### config.mk
export PLATFORM = sky130hd
export DESIGN_NAME = score_display
export DESIGN_NICKNAME = d
export VERILOG_FILES = /design/src/rtl/score_display.sv
export SDC_FILE = /design/constraint.sdc
export NUM_CORES = 1
export LEC_CHECK = 0
export BUFFER_PORTS_ARGS = -buffer_cell sky130_fd_sc_hd__buf_2
export CAP_MARGIN = 20
export CORE_MARGIN = 8
export CORE_UTILIZATION = 60
export CTS_CLUSTER_SIZE = 40
export DETAILED_ROUTE_END_ITERATION = 7
export PLACE_DENSITY = 0.78
export SLEW_MARGIN = 30
export SYNTH_ARGS = -nofsm -noshare
export SYNTH_HDL_FRONTEND = slang
export SYNTH_SLANG_ARGS = --single-unit
### constraint.sdc
create_clock -name i_clk -period 5.7 [get_ports i_clk]
set_input_delay 0.285 -clock i_clk [delete_from_list [all_inputs] [get_ports i_clk]]
set_output_delay 0.285 -clock i_clk [all_outputs]
set_load 0.05 [all_outputs]
### src/rtl/score_display.sv
// Pac-Man scoring stage: event FIFO, digit-serial BCD adder and eight 7-segment displays.
// Optional high-score register enabled by defining SCORE_HISCORE_EN.
module score_display #(
  parameter int FIFO_DEPTH = 4
) (
  input  logic        i_clk,
  input  logic        i_rst_n,
  input  logic        i_score_reset,
  input  logic        i_item_eaten,
  input  logic [1:0]  i_item_eaten_type,
  input  logic        i_ghost_eaten,
  input  logic [7:0]  i_level,
`ifdef SCORE_HISCORE_EN
  input  logic        i_show_hiscore,
  output logic [23:0] o_hiscore,
`endif
  output logic [23:0] o_score,
  output logic        o_busy,
  output logic        o_overflow,
  output logic [6:0]  o_hex0,
  output logic [6:0]  o_hex1,
  output logic [6:0]  o_hex2,
  output logic [6:0]  o_hex3,
  output logic [6:0]  o_hex4,
  output logic [6:0]  o_hex5,
  output logic [6:0]  o_hex6,
  output logic [6:0]  o_hex7,
  output logic        o_dbg_adding
);

  localparam int AW = (FIFO_DEPTH > 1) ? $clog2(FIFO_DEPTH) : 1;
  localparam int CW = AW + 1;

  typedef enum logic {S_IDLE, S_ADD} state_t;

  state_t          state_q, state_d;
  logic [2:0]      digit_q, digit_d;
  logic            carry_q, carry_d;
  logic [23:0]     addend_q, addend_d;
  logic [23:0]     score_q, score_d;
  logic [1:0]      combo_q, combo_d;
  logic            overflow_q, overflow_d;
  logic            busy_q, busy_d;
  logic [AW-1:0]   wr_ptr_q, wr_ptr_d, rd_ptr_q, rd_ptr_d;
  logic [CW-1:0]   count_q, count_d;
  logic [23:0]     fifo_q [FIFO_DEPTH];
  logic [23:0]     fifo_d [FIFO_DEPTH];
  logic [6:0]      hex_q [8];
  logic [6:0]      hex_d [8];
`ifdef SCORE_HISCORE_EN
  logic [23:0]     hiscore_q, hiscore_d;
`endif

  logic            item_ok, is_energizer, pop, push_item, push_ghost;
  logic [23:0]     item_val, ghost_val, disp;
  logic [1:0]      ghost_n;
  logic [CW-1:0]   free;
  logic [AW-1:0]   wp;
  logic [4:0]      idx, sum;
  logic [7:0]      lvl;

  function automatic logic [6:0] seg(input logic [3:0] v);
    case (v)
      4'd0:    seg = 7'b1000000;
      4'd1:    seg = 7'b1111001;
      4'd2:    seg = 7'b0100100;
      4'd3:    seg = 7'b0110000;
      4'd4:    seg = 7'b0011001;
      4'd5:    seg = 7'b0010010;
      4'd6:    seg = 7'b0000010;
      4'd7:    seg = 7'b1111000;
      4'd8:    seg = 7'b0000000;
      4'd9:    seg = 7'b0010000;
      default: seg = 7'b1111111;
    endcase
  endfunction

  always_comb begin
    state_d    = state_q;
    digit_d    = digit_q;
    carry_d    = carry_q;
    addend_d   = addend_q;
    score_d    = score_q;
    combo_d    = combo_q;
    overflow_d = overflow_q;
    wr_ptr_d   = wr_ptr_q;
    rd_ptr_d   = rd_ptr_q;
    fifo_d     = fifo_q;
`ifdef SCORE_HISCORE_EN
    hiscore_d  = hiscore_q;
`endif

    item_ok      = i_item_eaten && (i_item_eaten_type == 2'd1 || i_item_eaten_type == 2'd2);
    is_energizer = i_item_eaten && (i_item_eaten_type == 2'd2);
    item_val     = is_energizer ? 24'h000050 : 24'h000010;
    // An energizer in the same cycle restarts the combo before the ghost is valued.
    ghost_n      = is_energizer ? 2'd0 : combo_q;
    case (ghost_n)
      2'd0:    ghost_val = 24'h000200;
      2'd1:    ghost_val = 24'h000400;
      2'd2:    ghost_val = 24'h000800;
      default: ghost_val = 24'h001600;
    endcase
    if (i_ghost_eaten)
      combo_d = (ghost_n == 2'd3) ? 2'd3 : ghost_n + 2'd1;
    else if (is_energizer)
      combo_d = 2'd0;

    pop = (state_q == S_IDLE) && (count_q != '0);
    idx = {digit_q, 2'b00};
    sum = 5'(score_q[idx +: 4]) + 5'(addend_q[idx +: 4]) + 5'(carry_q);

    if (pop) begin
      addend_d = fifo_q[rd_ptr_q];
      rd_ptr_d = rd_ptr_q + AW'(1);
      digit_d  = 3'd0;
      carry_d  = 1'b0;
      state_d  = S_ADD;
    end else if (state_q == S_ADD) begin
      if (sum > 5'd9) begin
        score_d[idx +: 4] = 4'(sum - 5'd10);
        carry_d           = 1'b1;
      end else begin
        score_d[idx +: 4] = sum[3:0];
        carry_d           = 1'b0;
      end
      if (digit_q == 3'd5) begin
        state_d = S_IDLE;
        if (sum > 5'd9) score_d = 24'h999999;
      end else begin
        digit_d = digit_q + 3'd1;
      end
    end

    // Free space counts the slot released by a pop in this same cycle.
    free       = CW'(FIFO_DEPTH) - count_q + CW'(pop);
    push_item  = item_ok && (free != '0);
    push_ghost = i_ghost_eaten && (free > CW'(push_item));
    if ((item_ok && !push_item) || (i_ghost_eaten && !push_ghost)) overflow_d = 1'b1;

    wp = wr_ptr_q;
    if (push_item) begin
      fifo_d[wp] = item_val;
      wp         = wp + AW'(1);
    end
    if (push_ghost) begin
      fifo_d[wp] = ghost_val;
      wp         = wp + AW'(1);
    end
    wr_ptr_d = wp;
    count_d  = count_q - CW'(pop) + CW'(push_item) + CW'(push_ghost);

    if (i_score_reset) begin
`ifdef SCORE_HISCORE_EN
      if (score_q > hiscore_q) hiscore_d = score_q;
`endif
      state_d    = S_IDLE;
      digit_d    = 3'd0;
      carry_d    = 1'b0;
      score_d    = '0;
      combo_d    = 2'd0;
      overflow_d = 1'b0;
      wr_ptr_d   = '0;
      rd_ptr_d   = '0;
      count_d    = '0;
    end
    busy_d = (count_d != '0) || (state_d == S_ADD);

    disp = score_q;
`ifdef SCORE_HISCORE_EN
    if (i_show_hiscore) disp = hiscore_q;
`endif
    lvl = (i_level > 8'd99) ? 8'd99 : i_level;
    for (int i = 0; i < 6; i++) hex_d[i] = seg(disp[4*i +: 4]);
    hex_d[6] = seg(4'(lvl % 8'd10));
    hex_d[7] = seg(4'(lvl / 8'd10));
  end

  always_ff @(posedge i_clk or negedge i_rst_n) begin
    if (!i_rst_n) begin
      state_q    <= S_IDLE;
      digit_q    <= 3'd0;
      carry_q    <= 1'b0;
      addend_q   <= '0;
      score_q    <= '0;
      combo_q    <= 2'd0;
      overflow_q <= 1'b0;
      busy_q     <= 1'b0;
      wr_ptr_q   <= '0;
      rd_ptr_q   <= '0;
      count_q    <= '0;
      for (int i = 0; i < FIFO_DEPTH; i++) fifo_q[i] <= '0;
      for (int i = 0; i < 8; i++) hex_q[i] <= 7'b1000000;
`ifdef SCORE_HISCORE_EN
      hiscore_q  <= '0;
`endif
    end else begin
      state_q    <= state_d;
      digit_q    <= digit_d;
      carry_q    <= carry_d;
      addend_q   <= addend_d;
      score_q    <= score_d;
      combo_q    <= combo_d;
      overflow_q <= overflow_d;
      busy_q     <= busy_d;
      wr_ptr_q   <= wr_ptr_d;
      rd_ptr_q   <= rd_ptr_d;
      count_q    <= count_d;
      fifo_q     <= fifo_d;
      hex_q      <= hex_d;
`ifdef SCORE_HISCORE_EN
      hiscore_q  <= hiscore_d;
`endif
    end
  end

  assign o_score      = score_q;
  assign o_busy       = busy_q;
  assign o_overflow   = overflow_q;
  assign o_dbg_adding = (state_q == S_ADD);
  assign o_hex0       = hex_q[0];
  assign o_hex1       = hex_q[1];
  assign o_hex2       = hex_q[2];
  assign o_hex3       = hex_q[3];
  assign o_hex4       = hex_q[4];
  assign o_hex5       = hex_q[5];
  assign o_hex6       = hex_q[6];
  assign o_hex7       = hex_q[7];
`ifdef SCORE_HISCORE_EN
  assign o_hiscore    = hiscore_q;
`endif

endmodule

-- After elaboration in Yosys (flattened, before gate mapping)
Memories as Yosys holds them, arrays and structs flattened. A register that Yosys moved wholly into a read port is not among the register bits.
Cells that the tools add are included.
- register bits: 160
- latch bits: 0
- bits in writable memories: 0
- ROM bits: 896
- logic and storage cells: 142
- memories kept: 8
- add/sub/neg operators: 14
- multiply operators: 0
- divide/modulo/power cells: 2
- $lt $le $gt $ge: 8
- equal/unequal tests: 8
- shift-type cells: 5
- muxes and demuxes: 46
- bitwise logic cells: 4
- reduce and logical (&&, ||, !) cells: 32
- memory list (name ; words ; bits a word ; read ports ; clocked after memory_dff ; write ports ; RTL line ; text):
    (name not given) ; 16 ; 7 ; 1 ; 1 ; 0 ; 63 ; case (v)
    (name not given) ; 16 ; 7 ; 1 ; 1 ; 0 ; 63 ;
    (name not given) ; 16 ; 7 ; 1 ; 1 ; 0 ; 63 ;
    (name not given) ; 16 ; 7 ; 1 ; 1 ; 0 ; 63 ;
    (name not given) ; 16 ; 7 ; 1 ; 1 ; 0 ; 63 ;
    (name not given) ; 16 ; 7 ; 1 ; 1 ; 0 ; 63 ;
    +2 memories ; n/a ; n/a ; n/a ; n/a ; n/a ; n/a ;
- operators by type and width (cell ; count):
    24-bit two-way mux ; 10
    96-bit bitwise mux ; 2
    96-bit two-way mux ; 2
    24-bit demux with 2-bit select ; 2
    24-bit binary-select mux with 2-bit select ; 1
    24-bit bitwise mux ; 2
    24-bit by 6-bit variable part select with 4-bit output ; 2
    4-bit by 7-bit variable part select with 24-bit output ; 2
    13-bit one-hot mux with 3 select lines ; 1
    4-bit by 7-bit variable shift with 24-bit output (first input constant) ; 1
    2-bit two-way mux ; 9
    3-bit two-way mux ; 5
    3-bit nonzero test ; 4
    1-bit zero test ; 10
    1-bit two-way mux ; 10
    3-bit by 1-bit adder with 3-bit output ; 3
    3-bit greater-or-equal comparator (second input constant) ; 3
    1-bit logical AND ; 9
    2-bit NOT with 3-bit output ; 3
    2-bit by 1-bit adder with 2-bit output (second input constant) ; 4
    8-bit by 4-bit divider with 8-bit output (second input constant) ; 1
    8-bit by 7-bit greater-than comparator with 1-bit output (second input constant) ; 1
    8-bit by 4-bit remainder unit with 8-bit output (second input constant) ; 1
    8-bit two-way mux ; 1
    other kinds (21) ; 30

-- Depth between registers and ports, before layout
- word-level depth: 13
- depth in mapped cells: 23

-- Worst setup path after synthesis
Ideal clock, no wire load.
- path kind: register to register
- from: register state_q (netlist: o_dbg_adding)
- to: register busy_q (netlist: o_busy)
- arrival time: 5183 ps
- data required time: 5562 ps
- path slack: 379 ps
- stages on the path, launching flop included: 23
- clock period less this slack: 5321 ps
- cells stage by stage: dfrtp_1 -> or2_2 -> clkbuf_1 -> clkbuf_1 -> ha_1 -> inv_1 -> ha_1 -> xor2_1 -> nor3b_1 -> nor3b_2 -> clkbuf_1 -> ha_1 -> nor2_1 -> nor3_1 -> nor2b_1 -> clkbuf_1 -> inv_1 -> fa_1 -> fa_1 -> xnor2_1 -> xnor2_1 -> nor2_1 -> or4_1
- longest elaborated chain between the ends: 11
- elaborated cells on any way between the ends: 16
- classes of those cells: add/sub (4); order compare (1); mux (4); bitwise (1); reduce/logical (6)
- RTL lines (item ; RTL line ; text):
    start: declaration ; 36 ; state_t state_q, state_d;
    start signal: assignment ; 198 ; state_q <= state_d;
    1-bit NOT * ; 109 ; pop = (state_q == S_IDLE) && (count_q != '0);
    1-bit logical AND * ; 109 ;
    3-bit by 1-bit adder with 3-bit output ; 136 ; free = CW'(FIFO_DEPTH) - count_q + CW'(pop);
    3-bit nonzero test ; 137 ; push_item = item_ok && (free != '0);
    1-bit logical AND ; 137 ;
    3-bit by 1-bit greater-than comparator with 1-bit output ; 138 ; push_ghost = i_ghost_eaten && (free > CW'(push_item));
    1-bit logical AND ; 138 ;
    3-bit by 1-bit adder with 3-bit output * ; 151 ; count_d = count_q - CW'(pop) + CW'(push_item) + CW'(push_ghost);
    3-bit two-way mux * ; 153 ; if (i_score_reset) begin
    via count_d[2] ; 45 ; logic [CW-1:0] count_q, count_d;
    3-bit nonzero test * ; 167 ; busy_d = (count_d != '0) || (state_d == S_ADD);
    1-bit logical OR * ; 167 ;
    via busy_d ; 43 ; logic busy_q, busy_d;
    end signal: assignment ; 205 ; busy_q <= busy_d;
    end: declaration ; 43 ;
The timed path passes the listed nets; every way through them passes the cells marked *.
A chain may end at the register's enable or synchronous reset.

-- Worst setup path after layout
- from: register count_q[0]
- to: register busy_q (netlist: o_busy)
- longest elaborated chain between the ends: 11
- elaborated cells on any way between the ends: 16
- classes of those cells: add/sub (5); order compare (1); mux (3); reduce/logical (7)
- RTL lines (item ; RTL line ; text):
    start: declaration ; 45 ;
    start signal: assignment ; 208 ; count_q <= count_d;
    branches (longest 7 deep; another with 3-bit subtractor) ; n/a ;
    3-bit by 1-bit adder with 3-bit output * ; 151 ;
    3-bit two-way mux * ; 153 ;
    via count_d[2] ; 45 ;
    3-bit nonzero test * ; 167 ;
    1-bit logical OR * ; 167 ;
    via busy_d ; 43 ;
Mark *: on every way through the listed nets, which the timed path passes.

==> metrics.md <==
| Metric | Value |
|---|---|
| Share of flip-flops with an asynchronous set or reset | 1.00 |
| Reg2reg start | count_q[0]$_DFF_PN0_ |
| Root Driver | clkbuf_16 |
| # setup viols final | 0 |
| Clk buf depth | 3 |
| Synth Net Count | 1143 |
| Synthesized area per cell | between 10 and 15 um2 |
| Worst Path Buf+Inv | 2 |
| I/O Pins | a little under 100 |
| Fill count | around 1300 |
| Total power draw | 4.64 mW |
| Setup TNS | 0 ns |
| Largest net degree at the start of global routing | ~140 |
| Flop pwr share | 0.386 |
| R2R setup slack | 0.90 ns |
| Int Pwr | 2.99 mW |
| Placer Congestion | 0.946 |
| Initial antenna violation count | 0 |
| Avg Vias per Cell | about 5.9 |
| Hold Path Origin | i_level[7] |
| Min-delay worst type | in -> reg |
| Initial Util | 0.609 |
| Gr usage total | 0.221 |
| Cts hold-fix bufs | 1 |
| Crit share post-route | 0.842 |
| Final net count | 1218 |
| Clock share of power | 0.311 |
| Final Critical Period | 4.80 ns |
| Worst-path cell chain | nor3_1 > or2_2 > ha_1 > inv_1 > ha_1 > xor2_1 > nor3b_1 > nor3b_4 > ha_1 > nor2_1 > nor3_1 > nor2b_1 > inv_1 > fa_1 > fa_1 > xnor2_1 > xnor2_1 > nor2_1 > or4_1 |
| Htree depth | 1 |
| Cell mode on critical path | ha_1 |
| Switching share of power | 0.356 |
| WHS Endpoint | o_hex7[2]$_DFF_PN0_ |
| Relative slew slack | 0.439 |
| Area contributors post-synth | dfrtp_1 (48%), ha_1 (7.9%), mux4_2 (6.6%) |
| CTS tree | built |
| CP Class | reg -> reg |
| CTS Buf Count | 22 |
| Synth Area in Simple Gates | 0.175 |
| Slowest stage delay, CP | 0.56 ns |
| Crit end category | flip-flop |
| Die Wd | 151 um |
| Post-synthesis compound-gate area fraction | 0.108 |
| Synth cell count leaders | dfrtp_1 (208), nand2_1 (159), nor2_1 (79), and3_1 (77), ha_1 (69) |
| Drt pass-1 iters | 5 |
| Critical path's slowest cell | nor3b_4 |
| Netlist cell types | 64 |
| Wire per inst | 18.0 um |
| Cell family with most CP delay | simple AND/OR/NAND/NOR gates |
| IO buf count | 97 |
| Post-Synth Adder-Cell Area | 0.0874 |
| R2R depth | 19 |
| Worst skew pair latency | 0.50 ns |
| First-pass GRT wire length | between 40000 and 50000 um |
| Cell area after placement | 11500 um2 |
| DRC Markers | 0 |
| CP arrival | 5.18 ns |
| FF+latch count, synth | about 220 |
| Sw power | 1.65 mW |
| Power per cell area | 378 nW/um2 |
| Dpl ws | 0.925 ns |
| RR Endpoint | o_busy$_DFF_PN0_ |
| DRT Wirelength | ~25000 um |
| Mux contribution to synthesized area | 0.0846 |
| Fmax | about 0.21 GHz |
| CTS Sinks | 216 |
| Top FF cell, synth | dfrtp_1 |
| Worst Setup Slack, final | 0.899 ns |
| Worst Skew | approximately 0.0083 ns |
| Placed wire-length estimate | between 15000 and 20000 um |
| Outcome | finished clean |
| Row cnt | 49 |
| Share of cells above drive strength 1 | 0.178 |
| Grt total ovfl | 0 |
| Vias in the first global route | 8158 |
| Largest fanout on the critical path | 16 |
| VDD IR max | approximately 0.26 mV |
| Count leader, synth | dfrtp_1 |
| Clock transition at path regs | 0.06 ns |
| Xor and xnor area share after synthesis | 0.00963 |
| DRT antenna net count | 0 |
| Initial drt markers | 585 |
| Setup bufs post-CTS | 0 |
| Via count | 8092 |
| Core area | 17900 um2 |
| CP startpoint kind | flip-flop |
| Antenna Cells | 0 |
| Mapped Area | 10900 um2 |
| Sequential element share of the synthesized area | 0.496 |
| Max cap viols | 0 |
| Cell taking the most area after synthesis | dfrtp_1 |
| Final Max Slew Viols | 0 |
| RSZ-0062 raised after global routing | no |
| Synth top area share | 0.477 |
| Die area | 22800 um2 |
| Leak | 6.33 nW |
| Main combinational cell family by area after synthesis | simple AND/OR/NAND/NOR gates |
| Syn. warnings | 0 |
| Height of the die | around 150 um |
| Cells after Synth | 1055 |
| Post-synth EDFFs | 0 |
| Hold depth | 2 |
| Area Overhead vs Synth | 12.6% |
| Design Area, Final | 12300 um2 |
| CP required | between 6 and 7 ns |
| Slew @ Worst Pin | 0.829 ns |
| Final hold violation count | 0 |
| Gates resized, CTS repair | 0 |
| Comb pwr share | 0.303 |
## per-layer routing
metal	up-vias	GRT usage	wire (um)
met4	0	0.0910	762
met3	63	0.0311	1460
met5	-	0	0
met2	256	0.369	12100
met1	3976	0.286	10400
li1	3797	-	-
## final cells by class
| type | instances | area, um2 | area share |
|---|---|---|---|
| well taps | 229 | 287 | 0.0233 |
| inverters | 51 | 191 | 0.0156 |
| repair buffers | 108 | 591 | 0.0481 |
| clock buffers | 30 | 632 | 0.0514 |
| clock inverters | 8 | 93.8 | 0.00764 |
| flip-flops and latches | 216 | 5420 | 0.441 |
| multi-input cells | 731 | 5070 | 0.413 |
## power by group through the flow
stage          clock, mW  sequential [mW]  combinational (mW)
2_1_floorplan          0             1.92               0.885
3_3_place_gp           0             1.81                1.34
3_5_place_dp           0             1.82                1.38
4_1_cts             1.46             1.79                1.40
5_1_grt             1.53             1.81                1.53
6_report            1.45             1.79                1.41
## state kept, by name, indices dropped and copies added, names as in the netlist, 2 cells and up
| signal | cells |
|---|---|
| o_hex4 | 7 |
| count_q | 3 |
| digit_q | 3 |
| o_hex2 | 7 |
| o_hex3 | 7 |
| o_hex0 | 7 |
| wr_ptr_q | 2 |
| addend_q | 24 |
| o_hex6 | 7 |
| o_hex5 | 7 |
| o_hex7 | 7 |
| o_hex1 | 7 |
| o_score | 24 |
| combo_q | 2 |
| fifo_q | 96 |
| rd_ptr_q | 2 |
## worst reg2reg max path: stages (launching register included)
cell and delay [ns]:
dfrtp_1 0.40, nor3_1 0.32, or2_2 0.19, ha_1 0.15
inv_1 0.05, ha_1 0.18, xor2_1 0.22, nor3b_1 0.14
nor3b_4 0.56, ha_1 0.36, nor2_1 0.12, nor3_1 0.07
nor2b_1 0.15, inv_1 0.07, fa_1 0.40, fa_1 0.40
xnor2_1 0.23, xnor2_1 0.16, nor2_1 0.08, or4_1 0.41
## metrics by stage
step | hold slack, ns | cells | util
3_3_place_gp | 0.453 | 1334 | 0.644
6_report | 0.0836 | 1373 | 0.686
4_1_cts | 0.0649 | 1373 | 0.686
5_1_grt | 0.107 | 1373 | 0.686
3_5_place_dp | 0.338 | 1334 | 0.645
2_1_floorplan | -0.0106 | 1055 | -
## cells by family (layout without fill, tap and decap cells)
logic type,after synthesis,in the layout
and+or+nand+nor,400,400
DFF,216,216
AOI/OAI and AO/OA,193,193
buffers and inverters,108,197
adders and majority gates,74,74
muxes,52,52
xor gates and xnor gates,12,12
## how the worst max path moves through the flow
stage / from / endpoint / slack (ns) / cells past startpoint
detailed placement: count_q[1]$_DFF_PN0_ / o_busy$_DFF_PN0_ / 0.92 / 19
global route: count_q[1]$_DFF_PN0_ / o_busy$_DFF_PN0_ / 0.72 / 19
floorplan: o_dbg_adding$_DFF_PN0_ / o_busy$_DFF_PN0_ / 0.38 / 22
finish: count_q[0]$_DFF_PN0_ / o_busy$_DFF_PN0_ / 0.90 / 19
global placement: count_q[2]$_DFF_PN0_ / o_busy$_DFF_PN0_ / 1.14 / 19
CTS: count_q[1]$_DFF_PN0_ / o_busy$_DFF_PN0_ / 0.74 / 19
## layout by cell type (no fill, tap or decap), types with 5 or more instances in the layout
cell type,instances
buf_4,10
mux2i_1,18
nor3b_1,6
clkbuf_16,24
o21ai_0,50
and3_1,77
nor3_1,20
and2_1,5
a31oi_1,13
nor2b_1,6
dfrtp_1,208
nand2b_1,9
xnor2_1,9
a21oi_1,63
o21ai_1,18
mux4_2,32
clkinv_2,5
dfstp_2,8
nand2_1,159
ha_1,69
inv_1,47
nor2_1,79
buf_2,96
nand3_1,14
a22o_1,9
or2_2,7
(Power assumes the default switching activity.)
